--- config.mk ---
export PLATFORM = sky130hd
export DESIGN_NAME = mac
export DESIGN_NICKNAME = d
export VERILOG_FILES = /design/src/rtl/mac_pkg.sv /design/src/rtl/mac_sat_round.sv /design/src/rtl/mac.sv
export SDC_FILE = /design/constraint.sdc
export NUM_CORES = 1
export LEC_CHECK = 0
export ABC_AREA = 1
export BUFFER_PORTS_ARGS = -buffer_cell sky130_fd_sc_hd__buf_4
export CORE_ASPECT_RATIO = 0.5
export CORE_MARGIN = 5
export CORE_UTILIZATION = 52
export CTS_BUF_LIST = sky130_fd_sc_hd__clkbuf_8 sky130_fd_sc_hd__clkbuf_16
export DETAILED_ROUTE_END_ITERATION = 12
export MAX_ROUTING_LAYER = met4
export PLACE_DENSITY = 0.68
export SYNTH_ARGS = -nofsm -noshare
export SYNTH_HDL_FRONTEND = slang
export SYNTH_SLANG_ARGS = --single-unit
export TNS_END_PERCENT = 20
--- constraint.sdc ---
create_clock -name clk -period 7.9 [get_ports clk]
set_input_delay 1.58 -clock clk [delete_from_list [all_inputs] [get_ports clk]]
set_output_delay 1.58 -clock clk [all_outputs]
set_load 0.005 [all_outputs]
--- src/rtl/mac_pkg.sv ---
// Shared widths, fixed-point types and the round/saturate helper for the LSTM datapath.
// The helper is used by the activation blocks, which run at the default widths.
package mac_pkg;

    localparam int DWIDTH = 16;
    localparam int FRAC   = 8;
    localparam int AWIDTH = 40;

    typedef logic signed [DWIDTH-1:0]   data_t;
    typedef logic signed [2*DWIDTH-1:0] prod_t;
    typedef logic signed [AWIDTH-1:0]   acc_t;

    typedef struct packed {
        data_t y;
        logic  clipped;
    } rs_t;

    // Round half toward +inf, shift down by FRAC, then clip to the data range.
    // One guard bit keeps the rounding add from wrapping near the accumulator top.
    function automatic rs_t round_sat(input acc_t a);
        logic signed [AWIDTH:0] r;
        logic signed [AWIDTH:0] ymax;
        logic signed [AWIDTH:0] ymin;
        rs_t o;
        ymax = {{(AWIDTH-DWIDTH+2){1'b0}}, {(DWIDTH-1){1'b1}}};
        ymin = {{(AWIDTH-DWIDTH+2){1'b1}}, {(DWIDTH-1){1'b0}}};
        r = {a[AWIDTH-1], a};
        if (FRAC > 0) begin
            r = r + ((AWIDTH+1)'(1) << (FRAC-1));
        end
        r = r >>> FRAC;
        o.clipped = 1'b0;
        o.y       = r[DWIDTH-1:0];
        if (r > ymax) begin
            o.y       = ymax[DWIDTH-1:0];
            o.clipped = 1'b1;
        end else if (r < ymin) begin
            o.y       = ymin[DWIDTH-1:0];
            o.clipped = 1'b1;
        end
        return o;
    endfunction

endpackage

--- src/rtl/mac_sat_round.sv ---
// Combinational rounding and saturation of the accumulator into the operand format.
// Parameterised so the output stage follows whatever widths the MAC is built with.
module sat_round #(
    parameter int DWIDTH = mac_pkg::DWIDTH,
    parameter int FRAC   = mac_pkg::FRAC,
    parameter int AWIDTH = mac_pkg::AWIDTH
) (
    input  logic signed [AWIDTH-1:0] acc,
    output logic signed [DWIDTH-1:0] y,
    output logic                     clipped
);

    localparam logic signed [AWIDTH:0] YMAX = {{(AWIDTH-DWIDTH+2){1'b0}}, {(DWIDTH-1){1'b1}}};
    localparam logic signed [AWIDTH:0] YMIN = {{(AWIDTH-DWIDTH+2){1'b1}}, {(DWIDTH-1){1'b0}}};

    logic signed [AWIDTH:0] ext;
    logic signed [AWIDTH:0] rnd;
    logic signed [AWIDTH:0] shf;

    assign ext = {acc[AWIDTH-1], acc};

    // With no fractional bits there is nothing to round away.
    generate
        if (FRAC > 0) begin : g_round
            assign rnd = ext + ((AWIDTH+1)'(1) << (FRAC-1));
        end else begin : g_no_round
            assign rnd = ext;
        end
    endgenerate

    assign shf = rnd >>> FRAC;

    always_comb begin
        clipped = 1'b0;
        y       = shf[DWIDTH-1:0];
        if (shf > YMAX) begin
            y       = YMAX[DWIDTH-1:0];
            clipped = 1'b1;
        end else if (shf < YMIN) begin
            y       = YMIN[DWIDTH-1:0];
            clipped = 1'b1;
        end
    end

endmodule

--- src/rtl/mac.sv ---
// Signed fixed-point multiply-accumulate lane: multiply (P), saturating accumulate (A),
// round/clip output (O). One term per cycle, result valid two edges after the last term.
module mac #(
    parameter int DWIDTH = mac_pkg::DWIDTH,
    parameter int FRAC   = mac_pkg::FRAC,
    parameter int AWIDTH = mac_pkg::AWIDTH
) (
    input  logic              clk,
    input  logic              rst,
    input  logic              en,
    input  logic              first,
    input  logic              last,
    input  logic [DWIDTH-1:0] x,
    input  logic [DWIDTH-1:0] w,
    output logic [DWIDTH-1:0] y,
    output logic              valid,
    output logic              sat
);

    localparam logic [AWIDTH-1:0] AMAX = {1'b0, {(AWIDTH-1){1'b1}}};
    localparam logic [AWIDTH-1:0] AMIN = {1'b1, {(AWIDTH-1){1'b0}}};

    // Stage P
    logic signed [2*DWIDTH-1:0] p_prod;
    logic                       p_vld;
    logic                       p_first;
    logic                       p_last;

    // Stage A
    logic signed [AWIDTH-1:0] acc;
    logic                     ovf;
    logic                     a_vld;
    logic                     a_last;

    logic signed [AWIDTH-1:0] prod_ext;
    logic        [AWIDTH:0]   sum;
    logic                     add_ovf;
    logic        [AWIDTH-1:0] sum_sat;

    // Stage O
    logic signed [DWIDTH-1:0] rnd_y;
    logic                     rnd_clip;

    always_ff @(posedge clk) begin
        if (rst) begin
            p_prod  <= '0;
            p_vld   <= 1'b0;
            p_first <= 1'b0;
            p_last  <= 1'b0;
        end else begin
            p_vld <= en;
            if (en) begin
                p_prod  <= $signed(x) * $signed(w);
                p_first <= first;
                p_last  <= last;
            end
        end
    end

    // One extra sum bit exposes signed overflow; on overflow pin to the rail of the true sign.
    assign prod_ext = AWIDTH'(p_prod);
    assign sum      = {acc[AWIDTH-1], acc} + {prod_ext[AWIDTH-1], prod_ext};
    assign add_ovf  = sum[AWIDTH] ^ sum[AWIDTH-1];
    assign sum_sat  = add_ovf ? (sum[AWIDTH] ? AMIN : AMAX) : sum[AWIDTH-1:0];

    always_ff @(posedge clk) begin
        if (rst) begin
            acc    <= '0;
            ovf    <= 1'b0;
            a_vld  <= 1'b0;
            a_last <= 1'b0;
        end else begin
            a_vld  <= p_vld;
            a_last <= p_vld & p_last;
            if (p_vld) begin
                if (p_first) begin
                    acc <= prod_ext;
                    ovf <= 1'b0;
                end else begin
                    acc <= sum_sat;
                    ovf <= ovf | add_ovf;
                end
            end
        end
    end

    sat_round #(
        .DWIDTH(DWIDTH),
        .FRAC  (FRAC),
        .AWIDTH(AWIDTH)
    ) u_sat_round (
        .acc    (acc),
        .y      (rnd_y),
        .clipped(rnd_clip)
    );

    always_ff @(posedge clk) begin
        if (rst) begin
            y     <= '0;
            valid <= 1'b0;
            sat   <= 1'b0;
        end else if (a_vld && a_last) begin
            y     <= rnd_y;
            valid <= 1'b1;
            sat   <= ovf | rnd_clip;
        end else begin
            valid <= 1'b0;
        end
    end

endmodule

Word-level counts from Yosys, hierarchy flattened
Cells that the tools add are included.

Memories: 0. Bits of input ports: 37. Bits in writable memories: 0. ROM bits: 0. Bits in registers: 96. Latch bits: 0. Word-level logic and storage cells: 30.

Shifts and indexed selects: 0. Reduce and logical (&&, ||, !) cells: 1. Div/mod/pow operators: 0. Bitwise operators: 4. $mul: 1. Magnitude comparators: 2. $add $sub $neg: 2. Equal/unequal tests: 0. Muxes and demuxes: 9.

Operator list (count): 2-to-1 mux 40 bit (3); adder 40 x 32 -> 41 bit (1); adder 40 x 9 -> 41 bit, second input constant (1); > comparator 33 x 16 -> 1 bit, second input constant (1); < comparator 33 x 16 -> 1 bit, second input constant (1); multiplier 16 x 16 -> 32 bit (1); 2-to-1 mux 16 bit (2); 2-to-1 mux 1 bit (4); OR 1 bit (2); bitwise AND 1 bit (1); logical AND 1 bit (1); XOR 1 bit (1).

Depth between registers and ports, before layout
Gate-level depths: netlist of run 1.

Depth in word-level cells: 5. Depth in mapped cells: 30.

Hierarchy
Synthesis of run 1 repeated with hierarchy kept, for this count alone.

Cell total of the unflattened synthesis: 2673. Area total of the unflattened synthesis: 18232.5 sq um.

By module, submodules not included: mac (area an instance 16986.3 sq um, cells each 2401, instances 1); sat_round (area an instance 1246.2 sq um, cells each 272, instances 1).

Worst setup path after synthesis of run 1
No wires, ideal clock.

Kind: input -> register. Start: input port w[4]. End: register p_prod[29]. Library setup time: 109 ps. Arrival time: 6959 ps. Setup slack: 832 ps. Stages: 21. Cells stage by stage: clkbuf_1 -> clkbuf_1 -> nand2_1 -> inv_1 -> fa_1 -> fa_1 -> fa_1 -> fa_1 -> fa_1 -> fa_1 -> ha_1 -> nand2_1 -> nor3_1 -> nand4_1 -> nand3_1 -> a21o_1 -> nand3_1 -> nand3_1 -> nand3_1 -> nand2_1 -> inv_1.

Longest elaborated chain between the ends: 1.

RTL lines: start, declared (RTL line mac.sv:14) `input logic [DWIDTH-1:0] w,`; multiplier 16 x 16 -> 32 bit (RTL line mac.sv:53) `p_prod <= $signed(x) * $signed(w);`; end signal, assigned (RTL line mac.sv:53); end, declared (RTL line mac.sv:24) `logic signed [2*DWIDTH-1:0] p_prod;`.

No other way between the ends. A chain may end at the register's enable or synchronous reset.

Worst setup path after layout of run 1
Start: input port w[15]. End: register p_prod[26].

Same word-level chain as after synthesis.

==> results.yml, run 1 <==
placed_design:
  place_ws_ns: 0.5839
  io_buffers: 54
  post-dp-hpwl_mm: 42.69
  gp_congestion: 0.9599
  place_area_mm2: 0.01912
detailed_routing:
  antenna_left: 0
  drt-initial-drc-count: 1232
  via_per_inst: 5.135
  dr.pass1.iters: 6
  top_layer: "met4"
  route.layer.met1.wl_mm: 25.21
  wl_per_cell_um: 16.13
  post-route-drc-count: 0
  wl_mm: 51.06
  wl_met2_mm: 21.19
  wl_met3_mm: 3.988
  vias: 16260
clock_tree:
  clk_latency_ns: 0.37
  clockRootBuffer: "clkbuf_16"
  htree_levels: 3
  ctsLongestPathBuffers: 2
  cts_tree: "done"
  post_cts_buffers: 0
  holdBufCountCts: 0
  cts_resized: 0
  cts_sinks: 96
  clk_pin_slew_ns: 0.07
  cts_buffers: 9
timing:
  rsz0062_at_grt: "no"
  setup_viol: 0
  tightest_slew_ns: 0.6658
  fin_ws_ns: 0.9459
  whs_ns: 0.4495
  slew_headroom_pct: 55.15
  hold_viol: 0
  fin_crit_sh_pct: 88.03
  setup_tns_ns: 0
  fin_crit_ns: 6.954
  fin_skew_ns: 0.01725
  fmax_ghz: 0.1438
  slew_viol_final: 0
layout:
  drive_gt1_share_pct: 5.797
  stdcell_area_mm2: 0.01942
  fin_nets: 3109
  final_cell_mix: "nand2_1, inv_1, fa_1"
  final_common_cell: "nand2_1"
  fill_cells: 3461
  areaGrowthSynthToFinish_pct: 5.121
  diodes: 0
logic_synthesis:
  synth_enable_flop_cells: 0
  syn_area_mm2: 0.01847
  synth_fp_nets: 3131
  synth.distinct_cells: 45
  synth_warnings: 0
  synth-seq-cells: 96
  synth_ff_type: "dfxtp_1"
  ys_seq_area_share_pct: 10.40
  yosysTopAreaCellShare_pct: 28.50
  avgSynthCellArea_um2: 6.821
  yosysTopAreaCell: "fa_1"
  syn_inst: 2708
  synthArstFlopShare_pct: 0
  synth_top_cells_by_area: "fa_1, nand2_1, inv_1"
critical_path:
  path_class: "input port to register"
  cp_max_fo: 6
  crit_arrival_ns: 7.21
  r2r_cells: 18
  crit_path_start_kind: "input port"
  worstPathRequired_ns: 8.16
  end_kind: "register"
global_route:
  grt_usage_pct: 26.92
  antenna_found_initial: 0
  grt_pass1_vias: 15850
  grt_pass1_wl_mm: 83.99
  gr-total-overflow: 0
  grt_max_degree: 56
status:
  status: "completed"
flow_run:
  cap_viol_max_count: 0
die:
  die_x_um: 276.5
  coreArea_mm2: 0.03477
  fp.dieArea_mm2: 0.03962
  start_util_pct: 53.12
  pin_count: 55
  die_h_um: 143.3
  num_rows: 48
hold_path:
  hold_depth: 2
  hold_class: "register to register"
## metrics by stage
stage	util (%)	instances
final	55.84	3166
after global routing	55.84	3166
after CTS	55.84	3166
after detailed placement	54.99	3150
after global placement	54.99	3150
after floorplan	-	2708
## metal layers
layer | track usage [%] | vias to the layer above
met3 | 3.545 | 47
li1 | - | 8036
met2 | 40.05 | 555
met1 | 40.07 | 7620
met4 | 4.463 | 0
met5 | - | -
## final timing paths
path	endpoint	slack, ns	start
worst min-delay path	a_last	0.45	p_last
worst min register to register	a_last	0.45	p_last
worst max register to register	acc[18]	4.51	p_prod[0]
worst max-delay path	p_prod[26]	0.95	w[15]
## final cells by class
class / instances / area, um2 / area share (%)
Multi-Input combinational cell: 1883 / 13770 / 70.91
Tap cell: 475 / 594.3 / 3.061
Clock inverter: 7 / 70.07 / 0.3608
Inverter: 636 / 2387 / 12.29
Sequential cell: 96 / 1922 / 9.898
Clock buffer: 9 / 225.2 / 1.160
Timing Repair Buffer: 60 / 450.4 / 2.320
## flip-flops by register name, summed over array words and instances (netlist names)
name,count
p_vld,1
acc,40
a_last,1
y,16
p_first,1
valid,1
p_last,1
a_vld,1
p_prod,32
ovf,1
sat,1
## critical path: stages
cell and delay [ns]:
buf_4 0.08, inv_1 0.13, or2_2 0.33, fa_1 0.51, fa_1 0.54, inv_1 0.06, fa_1 0.52, fa_1 0.52
fa_1 0.55, inv_1 0.05, fa_1 0.52, inv_1 0.05, ha_1 0.34, a21oi_1 0.28, o21ai_0 0.16, a21oi_1 0.30
nand3_1 0.16, a21o_1 0.20, nand2_1 0.08, nand2_1 0.05, nand2_1 0.05, nand3_1 0.06, nand2_1 0.07, inv_1 0.04
## logic make-up after synthesis
family / after synthesis / share of synthesized area (%)
adders and majority gates: 386 / 36.84
AOI/OAI and AO/OA: 320 / 9.578
DFF: 96 / 10.40
xor gates and xnor gates: 74 / 3.509
buffers and inverters: 729 / 15.06
and+or+nand+nor: 1103 / 24.62
## synth_stat cells, types with 13 or more instances
library cell / number
nand2_1: 727
inv_1: 627
fa_1: 263
nor2_1: 215
a21oi_1: 166
ha_1: 123
dfxtp_1: 96
o21ai_0: 89
clkbuf_1: 80
nand3_1: 66
xor2_1: 43
xnor2_1: 31
nand4_1: 19
nand2_2: 16
nor2_2: 16
nor2_4: 13
Power of run 1 is left out: the tool's default activity adds up to more than one toggle a clock period on the data nets, which glitch-free logic cannot reach.
==> inputs of run 2 (changes only) <==
SYNTH_HIERARCHICAL = 1   (was unset)
==> run 2 against run 1 <==
- via count decreased by 1.4%
- clock-buffer cell count increased by 1
- clock skew decreased by 0.0090 ns
- global-route usage decreased by 0.38 points
- critical path depth decreased by 3
- area after synthesis decreased by 1.3%
- routed wire length decreased by 3.7%
- worst setup slack improved by 0.022 ns
- utilization decreased by 0.37 points
- cell area decreased by 1.4%
- sequential cell count unchanged
==> results.yml, run 2 <==
die:
  fp.dieArea_mm2: 0.03913
  coreArea_mm2: 0.03453
  die_h_um: 142.4
  die_x_um: 274.8
  pin_count: 55
  start_util_pct: 52.80
  num_rows: 48
layout:
  drive_gt1_share_pct: 4.823
  area.sequential_mm2: 0.001922
  areaGrowthSynthToFinish_pct: 5.058
  top_regs: "acc: 40 flops, p_prod: 32 flops, y: 16 flops"
  fill_cells: 3482
  regMostFlops: "acc"
  stdcell_area_mm2: 0.01915
  final_cell_mix: "nand2_1, inv_1, fa_1"
  multi_input_area_mm2: 0.01365
  fin_nets: 3074
  largest_reg_flops: 40
  diodes: 0
  final_common_cell: "nand2_1"
critical_path:
  crit_path_start_kind: "input port"
  crit_path_start: "x[0]"
  rr_startpoint: "p_prod[0]"
  path_class: "input port to register"
  crit_arrival_ns: 7.24
  end_kind: "register"
  worstPathRequired_ns: 8.21
  cp_max_fo: 4
logic_synthesis:
  ys_seq_area_share_pct: 10.54
  synth_enable_flop_cells: 0
  synthTopCellsByCount: "nand2_1, inv_1, fa_1, nor2_1, a21oi_1"
  synth_ff_type: "dfxtp_1"
  syn_area_mm2: 0.01823
  yosysMostFrequentCell: "nand2_1"
  synth_warnings: 6
  synthArstFlopShare_pct: 0
  avgSynthCellArea_um2: 6.821
  synth.distinct_cells: 47
  yosysTopAreaCellShare_pct: 28.88
  synth_fp_nets: 3096
  yosysTopAreaCell: "fa_1"
  synth_top_cells_by_area: "fa_1, nand2_1, inv_1"
  syn_inst: 2673
  synth-seq-cells: 96
status:
  status: "completed"
placed_design:
  gp_congestion: 0.9946
  post-dp-hpwl_mm: 40.58
  place_ws_ns: 0.6037
  io_buffers: 54
  place_area_mm2: 0.01889
timing:
  fin_ws_ns: 0.9679
  setup_viol: 0
  tightest_slew_ns: 0.9357
  fin_crit_sh_pct: 87.75
  rsz0062_at_grt: "no"
  hold_viol: 0
  setup_tns_ns: 0
  fmax_ghz: 0.1443
  fin_skew_ns: 0.008256
  slew_viol_final: 0
  fin_crit_ns: 6.932
  slew_headroom_pct: 37.23
global_route:
  grt_usage_pct: 26.54
  grt_max_degree: 55
  antenna_found_initial: 1
  grt_pass1_wl_mm: 81.56
  gr-total-overflow: 0
  grt_pass1_vias: 15710
clock_tree:
  cts_resized: 0
  post_cts_buffers: 0
  ctsLongestPathBuffers: 2
  clk_latency_ns: 0.36
  htree_levels: 3
  clk_pin_slew_ns: 0.07
  cts_tree: "done"
  cts_buffers: 9
  holdBufCountCts: 0
  cts_sinks: 96
  clockRootBuffer: "clkbuf_16"
detailed_routing:
  wl_per_cell_um: 15.71
  antenna_left: 0
  vias: 16030
  via_per_inst: 5.123
  post-route-drc-count: 0
  drt-initial-drc-count: 1102
  dr.pass1.iters: 6
  wl_mm: 49.15
flow_run:
  cap_viol_max_count: 0
hold_path:
  worstHoldStart: "p_last"
  hold_class: "register to register"
==> run 2: cell types whose count changed in the layout (fill, tap and decap cells not counted), moves of 5 or more <==
cell	change
a21oi_2	-8
inv_1	-33
nand3b_1	+9
nor2_2	-5
nor2_1	+37
nand2_1	-10
a21oi_1	-13
nor2_4	-9
o21ai_0	+11
==> run 2: cell type report <==
class | instances | share of cell area (%)
clock buffers | 10 | 1.248
clock inverters | 4 | 0.1568
inverters | 602 | 11.81
multi-input cells | 1881 | 71.26
flip-flops and latches | 96 | 10.03
well taps | 475 | 3.103
repair buffers | 61 | 2.391
==> run 2: path summary, 6_finish.rpt <==
kind              slack (ns)         end  cells past startpoint
setup / recovery        0.97  p_prod[24]                     21
hold / removal          0.45      a_last                      2
setup reg to reg        4.58     acc[32]                     16
hold reg to reg         0.45      a_last                      2
==> run 2: kinds of logic (layout without fill, tap and decap cells) <==
family / Yosys count / in the layout / share of synthesized area, %
AND/OR/NAND/NOR: 1116 / 1116 / 24.78
buffers and inverters: 696 / 677 / 14.60
adder cells (fa/ha/maj): 386 / 386 / 37.32
AO/OA/AOI/OAI: 304 / 304 / 9.161
flip-flops: 96 / 96 / 10.54
XOR/XNOR: 75 / 75 / 3.603
==> run 2: stage by stage <==
| stage | utilization (%) | std cells | hold WS [ns] |
|---|---|---|---|
| after floorplan | - | 2673 | 0.4149 |
| after global placement | 54.69 | 3115 | 0.4313 |
| after detailed placement | 54.69 | 3115 | 0.4326 |
| after CTS | 55.47 | 3129 | 0.4451 |
| after global routing | 55.47 | 3129 | 0.4731 |
| final | 55.47 | 3129 | 0.4493 |
==> run 2: layer usage <==
metal  wire, um  global-route usage [%]  vias to the layer above
li1           -                       -                     7938
met1      22900                   37.27                     7543
met2      22090                   43.12                      491
met3       3352                   2.190                       57
met4        803                   4.617                        0
met5          0                       -                        -
==> run 2: critical path: stages <==
cell      delay (ns)
buf_4           0.12
or2_2           0.31
fa_1            0.52
fa_1            0.54
inv_1           0.05
fa_1            0.51
fa_1            0.54
fa_1            0.54
inv_1           0.05
fa_1            0.53
inv_1           0.04
ha_1            0.34
a21oi_1         0.25
o21ai_0         0.14
a21oi_1         0.27
nand3_1         0.18
a21o_1          0.21
or2_2           0.27
nand3_1         0.07
o211ai_1        0.09
inv_1           0.07
Power of run 2 is left out for the same reason.
